===== src/rtl/io_switch_led_ctrl.sv =====
// io_switch_led_ctrl: board IO peripheral on the CPU IO bus.
//   - 24 slide switches: two-flop synchroniser, whole-vector debounce, gated
//     combinational read onto io_rdata.
//   - 24 LEDs: register loaded by the LEDCtrl store strobe.
//   - 6-digit hex seven-segment scan of the LED register, built only when the
//     macro IO_SEG7_EN is defined; otherwise seg_an/seg_cat are tied off (FF).
// Reset is synchronous and active-low.
module io_switch_led_ctrl #(
  parameter int DEBOUNCE_CYCLES = 200000,
  parameter int SCAN_CYCLES     = 100000,
  parameter int IO_W            = 24
) (
  input  logic            clk,
  input  logic            rst,
  input  logic [IO_W-1:0] io_wdata,
  input  logic            LEDCtrl,
  input  logic            SwitchCtrl,
  output logic [IO_W-1:0] io_rdata,
  input  logic [IO_W-1:0] sw_in,
  output logic [IO_W-1:0] led_out,
  output logic [7:0]      seg_an,
  output logic [7:0]      seg_cat
);

  localparam int DB_W = $clog2(DEBOUNCE_CYCLES) + 1;
  localparam logic [DB_W-1:0] DB_LAST = DB_W'(DEBOUNCE_CYCLES - 1);

  logic [IO_W-1:0] sw_s1_q, sw_s2_q, sw_prev_q;
  logic [IO_W-1:0] sw_stable_q, sw_stable_d;
  logic [DB_W-1:0] db_cnt_q, db_cnt_d;
  logic [IO_W-1:0] led_q;

  // Two-flop synchroniser for the raw pins, plus one more stage for edge compare.
  always_ff @(posedge clk) begin
    if (!rst) begin
      sw_s1_q   <= '0;
      sw_s2_q   <= '0;
      sw_prev_q <= '0;
    end else begin
      sw_s1_q   <= sw_in;
      sw_s2_q   <= sw_s1_q;
      sw_prev_q <= sw_s2_q;
    end
  end

  // Debounce next state: any bit change restarts the window; counter saturates.
  always_comb begin
    db_cnt_d    = db_cnt_q;
    sw_stable_d = sw_stable_q;
    if (sw_s2_q != sw_prev_q) begin
      db_cnt_d = '0;
    end else if (db_cnt_q == DB_LAST) begin
      sw_stable_d = sw_s2_q;
    end else begin
      db_cnt_d = db_cnt_q + DB_W'(1);
    end
  end

  // Debounce state registers.
  always_ff @(posedge clk) begin
    if (!rst) begin
      db_cnt_q    <= '0;
      sw_stable_q <= '0;
    end else begin
      db_cnt_q    <= db_cnt_d;
      sw_stable_q <= sw_stable_d;
    end
  end

  // LED register: loaded on every cycle the store strobe is high (last wins).
  always_ff @(posedge clk) begin
    if (!rst) begin
      led_q <= '0;
    end else if (LEDCtrl) begin
      led_q <= io_wdata;
    end
  end

  // Combinational read so a single-cycle lw sees the debounced switches.
  assign io_rdata = SwitchCtrl ? sw_stable_q : '0;
  assign led_out  = led_q;

`ifdef IO_SEG7_EN
  localparam int SC_W = (SCAN_CYCLES > 1) ? $clog2(SCAN_CYCLES) : 1;
  localparam logic [SC_W-1:0] SC_LAST = SC_W'(SCAN_CYCLES - 1);

  localparam logic [2:0] SCAN0 = 3'd0;
  localparam logic [2:0] SCAN1 = 3'd1;
  localparam logic [2:0] SCAN2 = 3'd2;
  localparam logic [2:0] SCAN3 = 3'd3;
  localparam logic [2:0] SCAN4 = 3'd4;
  localparam logic [2:0] SCAN5 = 3'd5;

  logic [2:0]      state_q, state_d;
  logic [SC_W-1:0] scan_cnt_q, scan_cnt_d;
  logic [7:0]      seg_an_q, seg_an_d;
  logic [7:0]      seg_cat_q, seg_cat_d;
  logic [23:0]     led_pad;

  assign led_pad = 24'(led_q);

  // Hex font, active low, decimal point off.
  function automatic logic [7:0] hex7seg(input logic [3:0] nib);
    case (nib)
      4'h0: hex7seg = 8'hC0;
      4'h1: hex7seg = 8'hF9;
      4'h2: hex7seg = 8'hA4;
      4'h3: hex7seg = 8'hB0;
      4'h4: hex7seg = 8'h99;
      4'h5: hex7seg = 8'h92;
      4'h6: hex7seg = 8'h82;
      4'h7: hex7seg = 8'hF8;
      4'h8: hex7seg = 8'h80;
      4'h9: hex7seg = 8'h90;
      4'hA: hex7seg = 8'h88;
      4'hB: hex7seg = 8'h83;
      4'hC: hex7seg = 8'hC6;
      4'hD: hex7seg = 8'hA1;
      4'hE: hex7seg = 8'h86;
      default: hex7seg = 8'h8E;
    endcase
  endfunction

  // Scan next state: at terminal count advance the digit and latch its
  // anode/cathode pattern, so a mid-digit LED write shows from the next digit.
  always_comb begin
    state_d    = state_q;
    scan_cnt_d = scan_cnt_q + SC_W'(1);
    seg_an_d   = seg_an_q;
    seg_cat_d  = seg_cat_q;
    if (scan_cnt_q == SC_LAST) begin
      scan_cnt_d = '0;
      state_d    = (state_q == SCAN5) ? SCAN0 : state_q + 3'd1;
      seg_an_d   = ~(8'h01 << state_d);
      seg_cat_d  = hex7seg(led_pad[{state_d, 2'b00} +: 4]);
    end
  end

  // Scan FSM and registered display outputs; blank until the first digit change.
  always_ff @(posedge clk) begin
    if (!rst) begin
      state_q    <= SCAN0;
      scan_cnt_q <= '0;
      seg_an_q   <= 8'hFF;
      seg_cat_q  <= 8'hFF;
    end else begin
      state_q    <= state_d;
      scan_cnt_q <= scan_cnt_d;
      seg_an_q   <= seg_an_d;
      seg_cat_q  <= seg_cat_d;
    end
  end

  assign seg_an  = seg_an_q;
  assign seg_cat = seg_cat_q;
`else
  assign seg_an  = 8'hFF;
  assign seg_cat = 8'hFF;
`endif

endmodule


===== config.mk =====
export PLATFORM = sky130hd
export DESIGN_NAME = io_switch_led_ctrl
export DESIGN_NICKNAME = d
export VERILOG_FILES = /design/src/rtl/io_switch_led_ctrl.sv
export SDC_FILE = /design/constraint.sdc
export NUM_CORES = 1
export LEC_CHECK = 0
export ABC_AREA = 0
export CAP_MARGIN = 20
export CORE_ASPECT_RATIO = 1.2
export CORE_MARGIN = 4
export CORE_UTILIZATION = 41
export CTS_CLUSTER_SIZE = 30
export DETAILED_ROUTE_END_ITERATION = 16
export PLACE_DENSITY = 0.74
export SLEW_MARGIN = 20
export SYNTH_ARGS = -nofsm -noshare
export SYNTH_HDL_FRONTEND = slang
export SYNTH_SLANG_ARGS = --single-unit

===== constraint.sdc =====
create_clock -name clk -period 4.97 [get_ports clk]
set_clock_uncertainty 0.15 [all_clocks]
set_input_delay 0.994 -clock clk [delete_from_list [all_inputs] [get_ports clk]]
set_output_delay 0.994 -clock clk [all_outputs]
set_load 0.005 [all_outputs]

==> reports/qor.txt, run 1 <==
# hold bufs at CTS = 0
CP top delay family = buffers and inverters
Worst VDD drop = 0.000235 V
Remaining DRCs = 0
initial antenna violation count = 0
core region area = 12200 sq um
largest area contributor in the netlist = dfxtp_1
layout cells sized above 1 = 0.0632
most numerous cell in the Yosys netlist = dfxtp_1
number of global-route vias before repair = 3514
Mapped Cells = 508
worst-path maximum fanout = 24
slowest cell on the critical path = clkdlybuf4s50_1
Tmin final = 3.88 ns
Final Hold Fails = 0
width of the die = 111 um
asr flop ratio synth = 0
Post-synth EDFFs = 0
RSZ-0062 raised after global routing = no
htree depth = 4
CTS resizes = 0
Min-Delay Path Class = flip-flop to flip-flop
Buf/Inv on CP = 2
Pre-antenna DRT Iters = 4
max-cap viol count = 0
WP data required = 3.83 ns
average size of a mapped cell = 10.2 sq um
sequential fraction of the synthesis area = 0.537
top-area cell type share of the netlist area = 0.537
crit-path cells = clkdlybuf4s50_1 -> and2_1 -> clkdlybuf4s50_1
starting density of the core = 0.424
Final setup viols = 0
outcome = finished clean
total gr overflow = 0
# rows = 44
fin. max-slew vios = 0
routed wl met3 = 469 um
routed vias/inst = 4.44
Fillers = 1053
CP most frequent cell = clkdlybuf4s50_1
port buffer count = 99
Clock Sinks = 139
dpl cells = 747
DR iter-0 viols = 157
Final nets = 658
maximum clock frequency = 258 MHz
Die Height = 131 um
Yosys cell types = 31
number of CTS-inserted buffers = 17
Setup Fix Bufs, Post-CTS = 0
RePlAce Congestion = 0.718
Routed Antenna Nets = 0
global-route wire length before repair = 17000 um
largest net degree at the start of global routing = 102
clk_lat worst skew = 0.41 ns
metal1 wirelength = 4320 um
Worst path max stage delay = 0.98 ns
Total GRT Usage = 0.144
routed vias = 3458
area grow syn2layout = 31.6%
maximum clock path buffer count = 2
CTS tree = done
non-filler cells, final = 778
YS warnings = 0
full die area = 14500 sq um
top sig layer = met4
top cells by instance count after synthesis = dfxtp_1, and2_1, nand2_1
DP Wirelength = 7050 um
DRT Wirelength = 10100 um
ys flop type = dfxtp_1
Met2 Routed Length = 5060 um
Yosys reg bits = 139
PD cells = 384 nW/um^2
register area = 2780 sq um
CTS root buffer = clkbuf_16
crit path kind = input port to output port
crit share post-route = 0.781
CP startpoint kind = input port
Pleak = 2.76 nW
io pins = 116
CTS clk-pin slew, worst paths = 0.05 ns
DR WL/cell = 13.0 um
worst-margin pin slew = 0.824 ns
Crit. End Element = output port
crit path DAT = 2.74 ns
# diodes = 0
area of the multi-input gates = 2110 sq um
tightest slew margin relative to the limit = 0.450
area of the mapped netlist = 5180 sq um
TNS Setup = 0 ns
Area contributors post-synth = dfxtp_1, mux2i_1, and2_1
==> per-stage QoR <==
step	setup WS, ns	instance area [sq um]	hold WS [ns]	power [W]	util
after floorplan	2.50	5240	0.262	0.00127	-
after global placement	1.11	6190	0.269	0.00133	0.507
after detailed placement	1.06	6190	0.269	0.00134	0.507
after CTS	1.04	6820	0.284	0.00265	0.558
after global routing	0.938	6820	0.305	0.00271	0.558
final	1.09	6820	0.282	0.00262	0.558
==> cell usage in the layout, fill, tap and decap left out, drive strengths merged, types with 2 or more instances in the layout <==
cell and n:
clkbuf 19, xor2 11, inv 24, nand4 11
nor2 20, nor2b 24, conb 16, clkinv 5
dfxtp 139, nand2 57, and4 3, nor3 5
bufinv 4, and2 76, xnor2 28, nor4 2
mux2i 49, clkinvlp 3, o311ai 2, and3 4
nand3 7, buf 4, clkdlybuf4s50 98
==> per-layer routing <==
layer	track usage	vias to the layer above
met5	0	-
met1	0.167	1582
li1	-	1783
met2	0.243	76
met3	0.0451	17
met4	0.0643	0
==> sequential cells by signal (all words and copies together) (netlist names) <==
name and count:
db_cnt_q 19, led_out 24, sw_prev_q 24, sw_s1_q 24, sw_s2_q 24, sw_stable_q 24
==> worst paths after layout <==
kind / from / endpoint / slack (ns) / depth (start not counted)
worst max register to register: db_cnt_q[0]$_SDFFE_PP0P_ / sw_stable_q[20]$_SDFFE_PN0P_ / 2.32 / 7
worst max-delay path: SwitchCtrl / io_rdata[17] / 1.09 / 3
worst min-delay path: sw_s1_q[21]$_SDFF_PN0_ / sw_s2_q[21]$_SDFF_PN0_ / 0.28 / 1
worst min register to register: sw_s1_q[21]$_SDFF_PN0_ / sw_s2_q[21]$_SDFF_PN0_ / 0.28 / 1
==> where the power goes <==
part           internal (W)  switching [W]
clock              0.000859       0.000445
combinational     0.0000893      0.0000583
sequential          0.00115      0.0000160
==> final cells by class <==
cell class,instances,area share
Tap cell,161,0.0296
Clock inverter,12,0.0252
Inverter,24,0.0132
Timing Repair Buffer,102,0.148
Sequential cell,139,0.408
Clock buffer,19,0.0665
Multi-Input combinational cell,321,0.309
==> cell families after synthesis <==
logic type,synth area share
xor gates and xnor gates,0.0660
buffers and inverters,0.0664
and+or+nand+nor,0.228
muxes,0.0947
other,0.000724
adders and majority gates,0.00242
AOI/OAI and AO/OA,0.00435
DFF,0.537
==> worst reg2reg max path: cells and delay by family, from the launching register on <==
family,cells,cell delay [ns]
buf+inv,1,0.38
mux,1,0.28
fa+ha+maj,1,0.25
flops,1,0.38
simple gates,4,1.13
Note: power is estimated with default switching activity, not from simulation.
==> run 2, diff against run 1 <==
==> constraint.sdc (replaced) <==
create_clock -name clk -period 3.86 [get_ports clk]
set_clock_uncertainty 0.15 [all_clocks]
set_input_delay 0.772 -clock clk [delete_from_list [all_inputs] [get_ports clk]]
set_output_delay 0.772 -clock clk [all_outputs]
set_load 0.005 [all_outputs]
==> run 2 against run 1 <==
  * Design area is 0.46% lower
  * Final cell count is 0.13% higher
  * Critical endpoint is now io_rdata[12]
  * Register-to-register slack got worse by 1.0 ns
  * Hold slack is essentially flat
  * Critical path type unchanged
==> reports/qor.txt, run 2 (synthesis gave the netlist of run 1 again) <==
# hold bufs at CTS = 0
worst-path maximum fanout = 14
commonest non-fill, non-tap cell in the layout = dfxtp_1
sequential share of power = 0.461
RSZ-0062 raised after global routing = no
Pre-antenna DRT Iters = 4
Post-DP Area = 6200 sq um
global-route wire length before repair = 16900 um
Logic pwr share = 0.059
number of CTS-inserted buffers = 17
routed vias/inst = 4.45
Final Hold Fails = 0
DP Wirelength = 7020 um
sw frac = 0.205
crit share post-route = 0.868
io pins = 116
Pleak = 2.75 nW
clk_lat worst skew = 0.40 ns
final instance area = 6780 sq um
total gr overflow = 0
Die Height = 131 um
Crit. End Element = output port
layout cells sized above 1 = 0.0647
starting density of the core = 0.424
max-cap viol count = 0
r2r setup slk = 1.28 ns
CTS tree = done
Final WS setup = 0.509 ns
Worst VDD drop = 0.000325 V
Routed Antenna Nets = 0
fin. max-slew vios = 0
CTS resizes = 0
CP startpoint = SwitchCtrl
largest net degree at the start of global routing = 122
cell-internal power = 0.00259 W
CTS clk-pin slew, worst paths = 0.05 ns
area grow syn2layout = 31.0%
width of the die = 111 um
routed vias = 3466
crit path DAT = 2.43 ns
number of global-route vias before repair = 3474
port buffer count = 99
# diodes = 0
Setup Fix Bufs, Post-CTS = 0
Tmin final = 3.35 ns
htree depth = 4
Psw = 0.000667 W
critical path endpoint = io_rdata[12]
DR WL/cell = 12.8 um
DRT Wirelength = 9950 um
core region area = 12200 sq um
Remaining DRCs = 0
FF-to-FF Start = db_cnt_q[0]$_SDFFE_PP0P_
crit path kind = input port to output port
# rows = 44
TNS Setup = 0 ns
maximum clock frequency = 298 MHz
worst reg2reg path depth = 7
WP data required = 2.94 ns
Hold WS = 0.282 ns
tightest slew margin relative to the limit = 0.356
commonest non-fill, non-tap cells in the layout = dfxtp_1, clkdlybuf4s50_1, and2_1
full die area = 14500 sq um
maximum clock path buffer count = 2
Clock power frac = 0.480
Final setup viols = 0
non-filler cells, final = 779
Total GRT Usage = 0.142
PD cells = 480 nW/um^2
initial antenna violation count = 0
CTS root buffer = clkbuf_16
RePlAce Congestion = 0.754
pre-CTS WS = 0.504 ns
worst-margin pin slew = 0.966 ns
Min-Delay Path Class = flip-flop to flip-flop
CP startpoint kind = input port
DR iter-0 viols = 102
Final nets = 659
dpl cells = 748
Fillers = 1058
Clock Sinks = 139
r2r endpoint = sw_stable_q[15]$_SDFFE_PN0P_
outcome = finished clean
==> run 2: area by class of cell <==
cell class | count | area [sq um] | area share
Timing Repair Buffer | 103 | 1020 | 0.150
Clock inverter | 11 | 119 | 0.0175
Multi-Input combinational cell | 321 | 2110 | 0.311
Sequential cell | 139 | 2780 | 0.410
Inverter | 24 | 90.1 | 0.0133
Tap cell | 161 | 201 | 0.0297
Clock buffer | 20 | 467 | 0.0688
==> run 2: how the worst min path moves through the flow <==
stage | start | endpoint | slack [ns] | depth (start not counted)
after global placement | sw_s1_q[21]$_SDFF_PN0_ | sw_s2_q[21]$_SDFF_PN0_ | 0.27 | 1
after floorplan | sw_s1_q[0]$_SDFF_PN0_ | sw_s2_q[0]$_SDFF_PN0_ | 0.26 | 1
after global routing | sw_s1_q[6]$_SDFF_PN0_ | sw_s2_q[6]$_SDFF_PN0_ | 0.29 | 1
after CTS | sw_s1_q[20]$_SDFF_PN0_ | sw_s2_q[20]$_SDFF_PN0_ | 0.28 | 1
after detailed placement | sw_s1_q[3]$_SDFF_PN0_ | sw_s2_q[3]$_SDFF_PN0_ | 0.27 | 1
final | sw_s1_q[14]$_SDFF_PN0_ | sw_s2_q[14]$_SDFF_PN0_ | 0.28 | 1
==> run 2: per-layer routing <==
metal	share of wire	up-vias	GRT usage	wire (um)
li1	-	1777	-	-
met1	0.42	1567	0.172	4220
met2	0.48	96	0.224	4810
met3	0.057	26	0.0478	564
met4	0.036	0	0.0760	359
met5	0	-	0	0
==> run 2: through the flow <==
stage                util  power, W
detailed placement  0.507   0.00172
global route        0.555   0.00338
floorplan               -   0.00163
finish              0.555   0.00326
CTS                 0.555   0.00330
global placement    0.507   0.00172
==> run 2: worst max-delay path, stage by stage <==
cell             delay [ns]
clkdlybuf4s50_1        0.74
buf_4                  0.27
and2_1                 0.15
clkdlybuf4s50_1        0.50
==> run 2: power groups by stage <==
stage          sequential, W  clock (W)  combinational, W
2_1_floorplan        0.00153          0          0.000104
6_report             0.00150    0.00156          0.000192
3_3_place_gp         0.00153          0          0.000190
4_1_cts              0.00150    0.00160          0.000194
3_5_place_dp         0.00153          0          0.000193
5_1_grt              0.00151    0.00166          0.000211
